## config.mk

```make
export PLATFORM = sky130hd
export DESIGN_NAME = m_mem_initiator
export DESIGN_NICKNAME = d
export VERILOG_FILES = /design/src/rtl/mem_pkg.sv /design/src/rtl/m_mem_lane_fmt.sv /design/src/rtl/m_mem_initiator.sv
export SDC_FILE = /design/constraint.sdc
export NUM_CORES = 1
export LEC_CHECK = 0
export ABC_AREA = 1
export BUFFER_PORTS_ARGS = -buffer_cell sky130_fd_sc_hd__buf_4
export CAP_MARGIN = 20
export CORE_UTILIZATION = 51
export CTS_CLUSTER_DIAMETER = 50
export DETAILED_ROUTE_END_ITERATION = 8
export GPL_ROUTABILITY_DRIVEN = 0
export PLACE_DENSITY = 0.86
export SETUP_SLACK_MARGIN = 0.05
export SYNTH_ARGS = -nofsm -noshare
export SYNTH_HDL_FRONTEND = slang
export SYNTH_SLANG_ARGS = --single-unit
```

## constraint.sdc

```tcl
create_clock -name clk -period 5.15 [get_ports clk]
set_clock_uncertainty 0.2 [all_clocks]
set_input_delay 1.03 -clock clk [delete_from_list [all_inputs] [get_ports clk]]
set_output_delay 1.03 -clock clk [all_outputs]
set_load 0.05 [all_outputs]
```

## src/rtl/mem_pkg.sv

```systemverilog
// -----------------------------------------------------------------------------
// mem_pkg
// Definitions shared by the M-stage load/store initiator and the data memory:
// the dm_sel access-size encoding, bus width constants, the initiator FSM state
// type and the alignment helper used for address-exception detection.
// -----------------------------------------------------------------------------
package mem_pkg;

  localparam int XLEN    = 32;
  localparam int BE_W    = XLEN / 8;
  localparam int DMSEL_W = 3;

  // Access size / sign encoding carried by dm_sel
  localparam logic [DMSEL_W-1:0] DM_W  = 3'd0;
  localparam logic [DMSEL_W-1:0] DM_H  = 3'd1;
  localparam logic [DMSEL_W-1:0] DM_HU = 3'd2;
  localparam logic [DMSEL_W-1:0] DM_B  = 3'd3;
  localparam logic [DMSEL_W-1:0] DM_BU = 3'd4;

  typedef enum logic [1:0] {
    ST_IDLE = 2'd0,
    ST_REQ  = 2'd1,
    ST_RESP = 2'd2,
    ST_DONE = 2'd3
  } mem_state_e;

  // Misalignment for a given access size. Undefined encodings behave as word.
  function automatic logic sel_misaligned(input logic [DMSEL_W-1:0] sel,
                                          input logic [1:0]         lo);
    logic mis;
    case (sel)
      DM_H, DM_HU: mis = lo[0];
      DM_B, DM_BU: mis = 1'b0;
      default:     mis = (lo != 2'b00);
    endcase
    return mis;
  endfunction

endpackage

```

## src/rtl/m_mem_lane_fmt.sv

```systemverilog
// -----------------------------------------------------------------------------
// m_mem_lane_fmt
// Purely combinational byte-lane formatter for the data-memory bus.
//  Store side: byte enables and replicated store data from the live request.
//  Load side : lane selection and sign/zero extension of the raw read word,
//              using the size and low address bits captured with the request.
// Ports:
//  wr_sel_i  [2:0]  store/request access size (dm_sel encoding)
//  wr_lo_i   [1:0]  request byte offset
//  wdata_i   [31:0] right-aligned store data
//  be_o      [3:0]  byte enables
//  wdata_o   [31:0] lane-replicated store data
//  rd_sel_i  [2:0]  latched access size for the pending load
//  rd_lo_i   [1:0]  latched byte offset for the pending load
//  rdata_i   [31:0] raw read word from the bus
//  rdata_o   [31:0] extended load result (0 for undefined sizes)
// -----------------------------------------------------------------------------
module m_mem_lane_fmt
  import mem_pkg::*;
(
  input  logic [2:0]  wr_sel_i,
  input  logic [1:0]  wr_lo_i,
  input  logic [31:0] wdata_i,
  output logic [3:0]  be_o,
  output logic [31:0] wdata_o,
  input  logic [2:0]  rd_sel_i,
  input  logic [1:0]  rd_lo_i,
  input  logic [31:0] rdata_i,
  output logic [31:0] rdata_o
);

  logic [15:0] half_s;
  logic [7:0]  byte_s;

  // Store-side enables and data replication
  always_comb begin
    be_o    = 4'b1111;
    wdata_o = wdata_i;
    case (wr_sel_i)
      DM_H, DM_HU: begin
        be_o    = 4'b0011 << {wr_lo_i[1], 1'b0};
        wdata_o = {2{wdata_i[15:0]}};
      end
      DM_B, DM_BU: begin
        be_o    = 4'b0001 << wr_lo_i;
        wdata_o = {4{wdata_i[7:0]}};
      end
      default: begin
        be_o    = 4'b1111;
        wdata_o = wdata_i;
      end
    endcase
  end

  // Load-side lane pick
  always_comb begin
    half_s = rd_lo_i[1] ? rdata_i[31:16] : rdata_i[15:0];
    case (rd_lo_i)
      2'd0:    byte_s = rdata_i[7:0];
      2'd1:    byte_s = rdata_i[15:8];
      2'd2:    byte_s = rdata_i[23:16];
      default: byte_s = rdata_i[31:24];
    endcase
  end

  // Load-side extension; undefined sizes return zero
  always_comb begin
    case (rd_sel_i)
      DM_W:    rdata_o = rdata_i;
      DM_H:    rdata_o = {{16{half_s[15]}}, half_s};
      DM_HU:   rdata_o = {16'h0000, half_s};
      DM_B:    rdata_o = {{24{byte_s[7]}}, byte_s};
      DM_BU:   rdata_o = {24'h00_0000, byte_s};
      default: rdata_o = 32'h0000_0000;
    endcase
  end

endmodule

```

## src/rtl/m_mem_initiator.sv

```systemverilog
// -----------------------------------------------------------------------------
// m_mem_initiator
// M-stage load/store initiator. Converts the pipeline memory op into a
// valid/ready request on the word-wide data-memory bus, stalls the pipeline
// until the access completes and returns the extended load result.
// Optional build macro: MEM_TRACE_EN (prints one line per store grant).
// Ports:
//  clk, reset            clock, synchronous active-high reset
//  req_valid_i/req_we_i  M stage holds a load/store; 1 = store
//  dm_sel_i [2:0]        access size/sign (mem_pkg encoding)
//  addr_i, wdata_i       byte address, right-aligned store data
//  pc_i                  PC of the M-stage instruction (trace only)
//  stall_o               hold the pipeline
//  rdata_o/rdata_valid_o extended load result / one-cycle completion pulse
//  addr_exc_o            misaligned or out-of-range access (combinational)
//  bus_req_o, bus_we_o, bus_addr_o, bus_be_o, bus_wdata_o   request channel
//  bus_gnt_i, bus_rvalid_i, bus_rdata_i                      responder side
// -----------------------------------------------------------------------------
module m_mem_initiator
  import mem_pkg::*;
#(
  parameter logic [31:0] ADDR_LIMIT = 32'h0000_3000
) (
  input  logic        clk,
  input  logic        reset,
  input  logic        req_valid_i,
  input  logic        req_we_i,
  input  logic [2:0]  dm_sel_i,
  input  logic [31:0] addr_i,
  input  logic [31:0] wdata_i,
  input  logic [31:0] pc_i,
  output logic        stall_o,
  output logic [31:0] rdata_o,
  output logic        rdata_valid_o,
  output logic        addr_exc_o,
  output logic        bus_req_o,
  output logic        bus_we_o,
  output logic [31:0] bus_addr_o,
  output logic [3:0]  bus_be_o,
  output logic [31:0] bus_wdata_o,
  input  logic        bus_gnt_i,
  input  logic        bus_rvalid_i,
  input  logic [31:0] bus_rdata_i
);

  mem_state_e  state_q, state_d;
  logic        latch_s;
  logic        rd_load_s;

  logic        we_q;
  logic [31:0] bus_addr_q;
  logic [3:0]  be_q;
  logic [31:0] wdata_q;
  logic [2:0]  sel_q;
  logic [1:0]  lo_q;
  logic [31:0] rdata_q;

  logic [3:0]  fmt_be_s;
  logic [31:0] fmt_wdata_s;
  logic [31:0] fmt_rdata_s;

  m_mem_lane_fmt u_fmt (
    .wr_sel_i (dm_sel_i),
    .wr_lo_i  (addr_i[1:0]),
    .wdata_i  (wdata_i),
    .be_o     (fmt_be_s),
    .wdata_o  (fmt_wdata_s),
    .rd_sel_i (sel_q),
    .rd_lo_i  (lo_q),
    .rdata_i  (bus_rdata_i),
    .rdata_o  (fmt_rdata_s)
  );

  assign addr_exc_o = req_valid_i &&
                      (sel_misaligned(dm_sel_i, addr_i[1:0]) || (addr_i >= ADDR_LIMIT));
  // DONE releases the pipeline so the next op can be presented in IDLE.
  assign stall_o       = req_valid_i && !addr_exc_o && (state_q != ST_DONE);
  assign bus_req_o     = (state_q == ST_REQ);
  assign rdata_valid_o = (state_q == ST_DONE);
  assign bus_we_o      = we_q;
  assign bus_addr_o    = bus_addr_q;
  assign bus_be_o      = be_q;
  assign bus_wdata_o   = wdata_q;
  assign rdata_o       = rdata_q;

  // Next-state and control decode
  always_comb begin
    state_d   = state_q;
    latch_s   = 1'b0;
    rd_load_s = 1'b0;
    case (state_q)
      ST_IDLE: begin
        if (req_valid_i && !addr_exc_o) begin
          latch_s = 1'b1;
          state_d = ST_REQ;
        end
      end
      ST_REQ: begin
        if (bus_gnt_i) begin
          state_d = we_q ? ST_DONE : ST_RESP;
        end
      end
      ST_RESP: begin
        if (bus_rvalid_i) begin
          rd_load_s = 1'b1;
          state_d   = ST_DONE;
        end
      end
      ST_DONE: state_d = ST_IDLE;
      default: state_d = ST_IDLE;
    endcase
  end

  // State, captured request and load result registers
  always_ff @(posedge clk) begin
    if (reset) begin
      state_q    <= ST_IDLE;
      we_q       <= 1'b0;
      bus_addr_q <= 32'h0000_0000;
      be_q       <= 4'b0000;
      wdata_q    <= 32'h0000_0000;
      sel_q      <= DM_W;
      lo_q       <= 2'b00;
      rdata_q    <= 32'h0000_0000;
    end else begin
      state_q <= state_d;
      if (latch_s) begin
        we_q       <= req_we_i;
        bus_addr_q <= {addr_i[31:2], 2'b00};
        be_q       <= fmt_be_s;
        wdata_q    <= fmt_wdata_s;
        sel_q      <= dm_sel_i;
        lo_q       <= addr_i[1:0];
      end
      if (rd_load_s) begin
        rdata_q <= fmt_rdata_s;
      end
    end
  end

`ifdef MEM_TRACE_EN
  logic [31:0] pc_q;

  // PC of the captured request, for the store trace
  always_ff @(posedge clk) begin
    if (reset) begin
      pc_q <= 32'h0000_0000;
    end else if (latch_s) begin
      pc_q <= pc_i;
    end
  end

  // Store trace: disabled lanes print as zero
  always_ff @(posedge clk) begin
    if (!reset && (state_q == ST_REQ) && bus_gnt_i && we_q) begin
      $display("%d@%h: *%h <= %h", $time, pc_q, bus_addr_q,
               wdata_q & {{8{be_q[3]}}, {8{be_q[2]}}, {8{be_q[1]}}, {8{be_q[0]}}});
    end
  end
`else
  logic unused_pc_s;
  assign unused_pc_s = ^pc_i;
`endif

endmodule

```

Yosys cells after proc, flatten, opt, wreduce, memory -nomap -nowiden:

Cells that the tools add are included.

* shift operators: 2
* reductions and logical operators: 12
* bitwise operators: 0
* divide/modulo/power cells: 0
* $lt $le $gt $ge: 1
* $add $sub $neg: 0
* equal/unequal tests: 17
* mux-type cells: 15
* multiply operators: 0

Operators with widths (count)
* $pmux W32 S5: 1
* $pmux W32 S2: 1
* $ge A32 B14 Y1 const B: 1
* $pmux W8 S3: 1
* $mux W16: 1
* $eq A3 B2 Y1 const B: 4
* $pmux W2 S4: 1
* $pmux W4 S2: 1
* $eq A2 B2 Y1 const B: 3
* $eq A3 B1 Y1 const B: 2
* $eq A3 B3 Y1 const B: 2
* $mux W2: 3
* $ne A2 B2 Y1 const B: 3
* $mux W1: 5
* $eq A2 B1 Y1 const B: 2
* $logic_not A2 Y1: 2
* $reduce_or A2 Y1: 2
* $shl A1 B2 Y4 const A: 1
* $shl A2 B2 Y4 const A: 1
* $logic_and A1 B1 Y1: 3
* $logic_not A3 Y1: 1
* $reduce_and A3 Y1: 1
* $ne A2 B1 Y1 const B: 1
* $pmux W1 S2: 1
* other kinds (3): 3

* memories: 0
* input port bits: 137
* memory bits (read-only): 0
* latch bits: 0
* output and inout port bits: 105
* memory bits (writable): 0
* register bits: 106
* word-level logic and storage cells: 55

Depth between registers and ports, before layout:

Gate-level depths: netlist of run 1.

* depth after elaboration: 9
* gate-level depth with buffers: 12
* depth with buffers taken out: 11

By module:

A second synthesis of run 1 with hierarchy kept.

* cell total of the unflattened synthesis: 1035
* area, all modules: 6167.2 µm²

By module, submodules not included
* m_mem_initiator: times used 1, seq. area each 2122.0 µm², cells each 716, area an instance 4714.5 µm²
* m_mem_lane_fmt: times used 1, seq. area each 0.0 µm², cells each 319, area an instance 1452.6 µm²

Least setup slack after synthesis of run 1:

OpenSTA, ideal clock, no wires.

* kind: input -> output
* start: in dm_sel_i[1]
* end: out addr_exc_o
* required time: 3.920 ns
* cell stages on the path: 8
* data arrival time: 2.441 ns
* path buffers: 1
* slack: 1.479 ns
* path through: nand2_1 nand2_2 nand2_2 nand3_2 nand2_1 nor2_4 buf_2 nor2_1

* word-level cells in the longest chain between the ends: 5

Ends and longest elaborated chain
* from (decl): line m_mem_initiator.sv:28 `input logic [2:0] dm_sel_i,`
* $eq A3 B2 Y1 (tied with other cells): line mem_pkg.sv:31 `case (sel)`
* $reduce_or A2 Y1: line mem_pkg.sv:31
* $pmux W1 S2 (*): line mem_pkg.sv:31
* $logic_or A1 B1 Y1 (*): line m_mem_initiator.sv:75 `(sel_misaligned(dm_sel_i, addr_i[1:0]) || (addr_i >= ADDR_LIMIT));`
* $logic_and A1 B1 Y1 (*): line m_mem_initiator.sv:74 `assign addr_exc_o = req_valid_i &&`
* to (decl): line m_mem_initiator.sv:35 `output logic addr_exc_o,`

Every way passes the cells marked *; elsewhere a longest branch is shown, timed or not.

Final worst setup path of run 1:

* start: in dm_sel_i[0]
* end: out addr_exc_o

The elaborated chain is that of the path after synthesis.

==> results of run 1 <==
worst min-delay path by stage:
stage | startpoint | slack, ns | cells past startpoint | endpoint
2_1_floorplan | state_q[1]$_SDFFE_PP0P_ | 0.30 | 2 | state_q[1]$_SDFFE_PP0P_
3_3_place_gp | bus_addr_o[21]$_SDFFE_PP0P_ | 0.23 | 2 | bus_addr_o[21]$_SDFFE_PP0P_
3_5_place_dp | bus_addr_o[15]$_SDFFE_PP0P_ | 0.23 | 2 | bus_addr_o[15]$_SDFFE_PP0P_
4_1_cts | bus_addr_o[25]$_SDFFE_PP0P_ | 0.25 | 2 | bus_addr_o[25]$_SDFFE_PP0P_
5_1_grt | bus_addr_o[27]$_SDFFE_PP0P_ | 0.27 | 2 | bus_addr_o[27]$_SDFFE_PP0P_
6_report | bus_addr_o[27]$_SDFFE_PP0P_ | 0.25 | 2 | bus_addr_o[27]$_SDFFE_PP0P_
cell usage in the layout (no fill, tap or decap), drive strengths merged:
cell type  instances
nand3             54
a311oi             1
dfxtp            106
o211ai             8
o22ai              1
or2                4
conb               2
nand4             49
inv               55
a21oi             76
clkinv             4
nand2            279
nor2              80
clkbuf             9
buf              214
nor3               9
ha                 5
o21ai             26
mux2i              1
metal layers:
layer	part of all wire (%)	track usage, %	vias to the layer above
met2	47	49.1	277
met3	11	8.60	45
li1	-	-	2963
met4	2.9	13.7	0
met1	40	35.2	2658
met5	0	0	-
metrics by stage:
stage / std cells / utilization, % / setup slack, ns / hold slack, ns / power (mW)
6_report: 1116 / 70.9 / 1.29 / 0.249 / 1.90
5_1_grt: 1116 / 70.9 / 1.20 / 0.268 / 1.99
4_1_cts: 1116 / 70.9 / 1.30 / 0.251 / 1.90
3_5_place_dp: 1100 / 68.8 / 1.30 / 0.230 / 1.39
3_3_place_gp: 1100 / 68.8 / 1.30 / 0.227 / 1.38
2_1_floorplan: 809 / - / 1.48 / 0.303 / 1.21
flip-flops by register name (all words and copies together) (netlist names):
signal,flops
rdata_o,32
sel_q,3
lo_q,2
bus_wdata_o,32
bus_addr_o,30
bus_be_o,4
state_q,2
bus_we_o,1
kinds of logic after synthesis:
logic type | after synthesis | synth area share [%]
adder cells (fa/ha/maj) | 5 | 1.19
flip-flops | 106 | 40.4
AO/OA/AOI/OAI | 112 | 11.2
other | 1 | 0.0714
AND/OR/NAND/NOR | 475 | 38.4
buffers and inverters | 108 | 8.48
multiplexers | 1 | 0.191
critical path, delay by kind of cell:
kind                   cells  cell delay, ns
and+or+nand+nor            5            0.91
buffers and inverters      2            0.35
AOI/OAI and AO/OA          1            0.33
area by class of cell:
cell class / instances / share of cell area (%)
Sequential cell: 106 / 30.4
Multi-Input combinational cell: 595 / 38.5
Inverter: 52 / 2.79
Clock inverter: 7 / 1.20
Tap cell: 133 / 2.38
Timing Repair Buffer: 214 / 23.0
Clock buffer: 9 / 1.77
power breakdown:
group / internal, mW / switching [mW] / leakage (nW)
clock: 0.194 / 0.330 / 0.103
sequential: 0.849 / 0.0210 / 0.855
combinational: 0.162 / 0.341 / 2.42
total: 1.21 / 0.692 / 3.37
==> flow_metrics.py, run 1 <==
metrics = {
    "setup_path": {
        "critical_path.endpoint_type": "output pin",
        "max_stage_delay_ns": 0.35,
        "reg2reg_depth": 6,
        "startpoint_type": "input port",
        "r2r_start": "lo_q[1]$_SDFFE_PP0P_",
        "reg2reg_slack_ns": 2.14,
        "critPathMostFrequentCell": "buf_4",
        "reg2reg_to": "rdata_o[14]$_SDFFE_PP0P_",
        "crit_path_max_fanout": 15,
        "cp.arrival_ns": 2.63,
        "required_ns": 3.92,
        "crit_path_start": "dm_sel_i[0]",
        "path_cells": "buf_4, o21ai_2, nand2_2, nand3_2, nand2_1, nor2_4, nor2_1, buf_4",
        "cp_slowest_cell": "nor2_4",
        "crit_type": "in -> out",
        "critPathCapture": "addr_exc_o",
    },
    "power_and_ir_drop": {
        "p_leak_nw": 3.37,
        "powerDensity_nw_per_um2": 271,
        "vdd_drop_max_mv": 0.185,
    },
    "grt": {
        "grt_usage_pct": 29.5,
        "grt_overflow": 0,
        "grt_pass1_wl_mm": 24.8,
        "grt_pass1_vias": 5322,
        "grt_max_degree": 62,
        "antenna_found_initial": 0,
    },
    "cells_and_area": {
        "multi_input_area_um2": 2690,
        "design_area_um2": 6990,
        "syn_to_final_growth_pct": 33.2,
        "finalNetCount": 1120,
        "ff_latch_area_um2": 2120,
        "layout-drive-gt1-share_pct": 24.4,
        "num-fill-cells": 844,
        "diodes": 0,
    },
    "logic_synthesis": {
        "syn_area_um2": 5250,
        "ys_types": 26,
        "netlist_top_cells_count": "nand2_1 (277), dfxtp_1 (106), nor2_1 (79)",
        "async_flop_share_pct": 0,
        "synth-seq-cells": 106,
        "synth.most_common_cell": "nand2_1",
        "ys.flop_type": "dfxtp_1",
        "synth.top_cell.area_share_pct": 40.4,
        "synthTopCellsByArea": "dfxtp_1 (40%), nand2_1 (20%), a21oi_1 (7.2%)",
        "synth_edf_count": 0,
        "yosysTopAreaCell": "dfxtp_1",
        "netlist_instances": 808,
        "yosys_warnings": 0,
        "postSynthAreaPerCell_um2": 6.50,
        "seq_area_frac_synth_pct": 40.4,
    },
    "route": {
        "vias": 5943,
        "wl_mm": 15.8,
        "vias_per_cell": 5.33,
        "antenna_left": 0,
        "drt_iter0_drc": 305,
        "drtPass1Iterations": 5,
        "drcViolationCount": 0,
        "routedWlPerCell_um": 14.2,
    },
    "sta": {
        "rsz0062_at_grt": "no",
        "finalSetupTns_ns": 0,
        "setup_viol": 0,
        "finalHoldViolations": 0,
        "fin_crit_ns": 3.86,
        "finalCritPeriodShare_pct": 74.9,
        "finalMaxSlewViolations": 0,
        "slew_headroom_pct": 35.9,
        "worst_pin_slew_ns": 0.959,
        "max_freq_mhz": 259,
    },
    "outcome": {
        "status": "complete, no violations",
    },
    "die": {
        "ios": 242,
        "die-area_um2": 10700,
        "core_um2": 9860,
        "row_count": 36,
        "start_util_pct": 53.2,
        "fp.dieW_um": 103,
        "die_h_um": 103,
    },
    "clock_network": {
        "clk_latency_ns": 0.38,
        "cts_setup_buffers": 0,
        "cts_num_sinks": 106,
        "cts.clk_slew.worst_paths_ns": 0.11,
        "post_cts_resized": 0,
        "cts-hold-fix-buffers": 0,
        "cts_root_buffer": "clkbuf_8",
        "cts_tree": "built",
        "cts_buffers": 9,
        "cts_buffer_depth": 2,
        "htreeDepth": 3,
    },
    "placed_design": {
        "place_hpwl_mm": 11.1,
        "placed_area_um2": 6780,
        "io_buffer_count": 207,
    },
    "worst_hold_path": {
        "holdCritPathClass": "reg -> reg",
    },
    "job": {
        "cap_violations": 0,
    },
}
Power figures use the tool's default switching activity.
==> run 2: changes to the inputs <==
--- a/config.mk
+++ b/config.mk
@@ -5,14 +5,14 @@
 export SDC_FILE = /design/constraint.sdc
 export NUM_CORES = 1
 export LEC_CHECK = 0
-export ABC_AREA = 1
+export ABC_AREA = 0
 export BUFFER_PORTS_ARGS = -buffer_cell sky130_fd_sc_hd__buf_4
 export CAP_MARGIN = 20
-export CORE_UTILIZATION = 51
+export CORE_UTILIZATION = 47
 export CTS_CLUSTER_DIAMETER = 50
 export DETAILED_ROUTE_END_ITERATION = 8
 export GPL_ROUTABILITY_DRIVEN = 0
-export PLACE_DENSITY = 0.86
+export PLACE_DENSITY = 0.81
 export SETUP_SLACK_MARGIN = 0.05
 export SYNTH_ARGS = -nofsm -noshare
 export SYNTH_HDL_FRONTEND = slang
==> constraint.sdc (replaced) <==
create_clock -name clk -period 3.8 [get_ports clk]
set_clock_uncertainty 0.2 [all_clocks]
set_input_delay 0.76 -clock clk [delete_from_list [all_inputs] [get_ports clk]]
set_output_delay 0.76 -clock clk [all_outputs]
set_load 0.05 [all_outputs]
==> run 2 against run 1 <==
Highest routed layer unchanged. Via count decreased by 13%. Routed wire length is 6.7% lower. Sequential power rose by 29%.
==> flow_metrics.py, run 2 <==
metrics = {
    "logic_synthesis": {
        "async_flop_share_pct": 0,
        "netlist_top_cells_count": "dfxtp_1 (106), nand2_1 (95), a21oi_1 (68)",
        "synth_edf_count": 0,
        "synth-seq-cells": 106,
        "yosys_warnings": 0,
        "syn_area_um2": 5040,
        "synth.top_cell.area_share_pct": 42.1,
        "synthTopCellsByArea": "dfxtp_1 (42%), nand2_1 (7.1%), a21oi_1 (6.8%)",
        "ys_types": 49,
        "netlist_instances": 576,
        "synth.most_common_cell": "dfxtp_1",
        "postSynthAreaPerCell_um2": 8.75,
        "ys.flop_type": "dfxtp_1",
        "seq_area_frac_synth_pct": 42.1,
        "yosysTopAreaCell": "dfxtp_1",
    },
    "die": {
        "fp.dieW_um": 106,
        "die_h_um": 106,
        "start_util_pct": 48.6,
        "row_count": 37,
        "die-area_um2": 11100,
        "ios": 242,
        "core_um2": 10400,
    },
    "route": {
        "antenna_left": 0,
        "drcViolationCount": 0,
        "vias_per_cell": 5.75,
        "wl_met3_mm": 1.29,
        "drtPass1Iterations": 7,
        "routedWlPerCell_um": 16.5,
        "vias": 5148,
        "wl_mm": 14.7,
        "wl_met1_mm": 6.00,
        "wl_met2_mm": 7.10,
        "highest_layer": "met4",
        "drt_iter0_drc": 344,
    },
    "placed_design": {
        "place_hpwl_mm": 10.7,
        "place_inst": 879,
        "placed_area_um2": 6600,
        "io_buffer_count": 207,
    },
    "setup_path": {
        "startpoint_type": "input port",
        "cp_slowest_cell": "buf_4",
        "cp.arrival_ns": 2.29,
        "critPathMostFrequentCell": "buf_4",
        "path_cells": "buf_4, inv_1, o22ai_2, o211ai_1, nor2_1, buf_4",
        "crit_type": "in -> out",
        "max_stage_delay_ns": 0.33,
        "required_ns": 2.84,
        "crit_path_max_fanout": 37,
        "critical_path.endpoint_type": "output pin",
    },
    "cells_and_area": {
        "diodes": 0,
        "mostFrequentLayoutCell": "buf_4",
        "fin_util_pct": 65.6,
        "mostFrequentLayoutCells": "buf_4 (215), dfxtp_1 (106), nand2_1 (95)",
        "syn_to_final_growth_pct": 35.0,
        "num-fill-cells": 868,
        "finalNetCount": 896,
        "ff_latch_area_um2": 2120,
        "fin_cells": 895,
        "layout-drive-gt1-share_pct": 33.9,
        "multi_input_area_um2": 2630,
        "design_area_um2": 6800,
    },
    "sta": {
        "finalMaxSlewViolations": 0,
        "rsz0062_at_grt": "no",
        "max_freq_mhz": 308,
        "fin_crit_ns": 3.25,
        "finalSetupTns_ns": 0,
        "finalHoldViolations": 0,
        "setup_viol": 0,
        "worst_pin_slew_ns": 0.887,
        "finalCritPeriodShare_pct": 85.5,
        "slew_headroom_pct": 40.7,
    },
    "power_and_ir_drop": {
        "powerDensity_nw_per_um2": 321,
        "p_leak_nw": 2.78,
        "total_power_mw": 2.18,
        "vdd_drop_max_mv": 0.181,
    },
    "clock_network": {
        "cts_buffer_depth": 2,
        "clk_latency_ns": 0.37,
        "cts_setup_buffers": 0,
        "cts_buffers": 9,
        "cts_num_sinks": 106,
        "post_cts_resized": 0,
        "htreeDepth": 3,
        "cts_root_buffer": "clkbuf_8",
        "cts-hold-fix-buffers": 0,
        "cts_tree": "built",
        "cts.clk_slew.worst_paths_ns": 0.12,
    },
    "worst_hold_path": {
        "holdCritPathClass": "reg -> reg",
    },
    "grt": {
        "antenna_found_initial": 0,
        "grt_usage_pct": 25.8,
        "grt_overflow": 0,
        "grt_max_degree": 57,
        "grt_pass1_wl_mm": 23.0,
        "grt_pass1_vias": 4698,
    },
    "job": {
        "cap_violations": 0,
    },
    "outcome": {
        "status": "complete, no violations",
    },
}
[run 2: cell types whose count changed after synthesis, sizes merged, moves of 14 or more]
cell / previous run / this run
a211oi: 0 / 17
a22oi: 0 / 18
nand3: 54 / 0
inv: 52 / 11
nor3: 9 / 23
and2: 0 / 21
nand2: 279 / 95
nand4: 49 / 0
nor3b: 0 / 17
a221oi: 0 / 24
nor2: 80 / 18
[run 2: cells by family after synthesis]
| logic type | count (synthesis) | synth area share [%] |
|---|---|---|
| XOR/XNOR | 3 | 0.671 |
| multiplexers | 19 | 5.79 |
| other | 1 | 0.0744 |
| flip-flops | 106 | 42.1 |
| AND/OR/NAND/NOR | 188 | 17.9 |
| buffers and inverters | 61 | 6.01 |
| adder cells (fa/ha/maj) | 6 | 1.44 |
| AO/OA/AOI/OAI | 192 | 26.0 |
[run 2: where the power goes]
group / switching [mW] / internal, mW / total [mW]
Sequential: 0.00537 / 1.12 / 1.12
Combinational: 0.188 / 0.159 / 0.348
Clock: 0.447 / 0.264 / 0.711
[run 2: final timing paths]
check / startpoint / to / slack, ns / depth (start not counted)
min: bus_wdata_o[6]$_SDFFE_PP0P_ / bus_wdata_o[6]$_SDFFE_PP0P_ / 0.26 / 2
min reg2reg: bus_wdata_o[6]$_SDFFE_PP0P_ / bus_wdata_o[6]$_SDFFE_PP0P_ / 0.26 / 2
max: dm_sel_i[2] / stall_o / 0.55 / 6
max reg2reg: state_q[0]$_SDFFE_PP0P_ / rdata_o[4]$_SDFFE_PP0P_ / 1.12 / 7
[run 2: routing by layer]
metal / track usage [%] / vias to the layer above
li1: - / 2450
met1: 33.5 / 2368
met2: 42.0 / 301
met3: 4.45 / 29
met4: 11.8 / 0
met5: 0 / -
[run 2: layout make-up]
| class | instances | share of cell area (%) |
|---|---|---|
| Multi-Input combinational cell | 410 | 38.7 |
| Sequential cell | 106 | 31.2 |
| Timing Repair Buffer | 216 | 24.0 |
| Tap cell | 136 | 2.50 |
| Clock buffer | 9 | 1.82 |
| Clock inverter | 7 | 1.18 |
| Inverter | 11 | 0.607 |
[run 2: metrics by stage]
stage                     setup WS [ns]  hold slack (ns)
after floorplan                   0.735            0.291
after global placement            0.637            0.239
after detailed placement          0.571            0.247
after CTS                         0.569            0.263
after global routing              0.444            0.280
final                             0.552            0.262
[run 2: worst max-delay path: cells and delay by family]
kind | cells | cell delay [ns]
simple gates | 1 | 0.14
buf+inv | 3 | 0.85
compound gates | 2 | 0.53
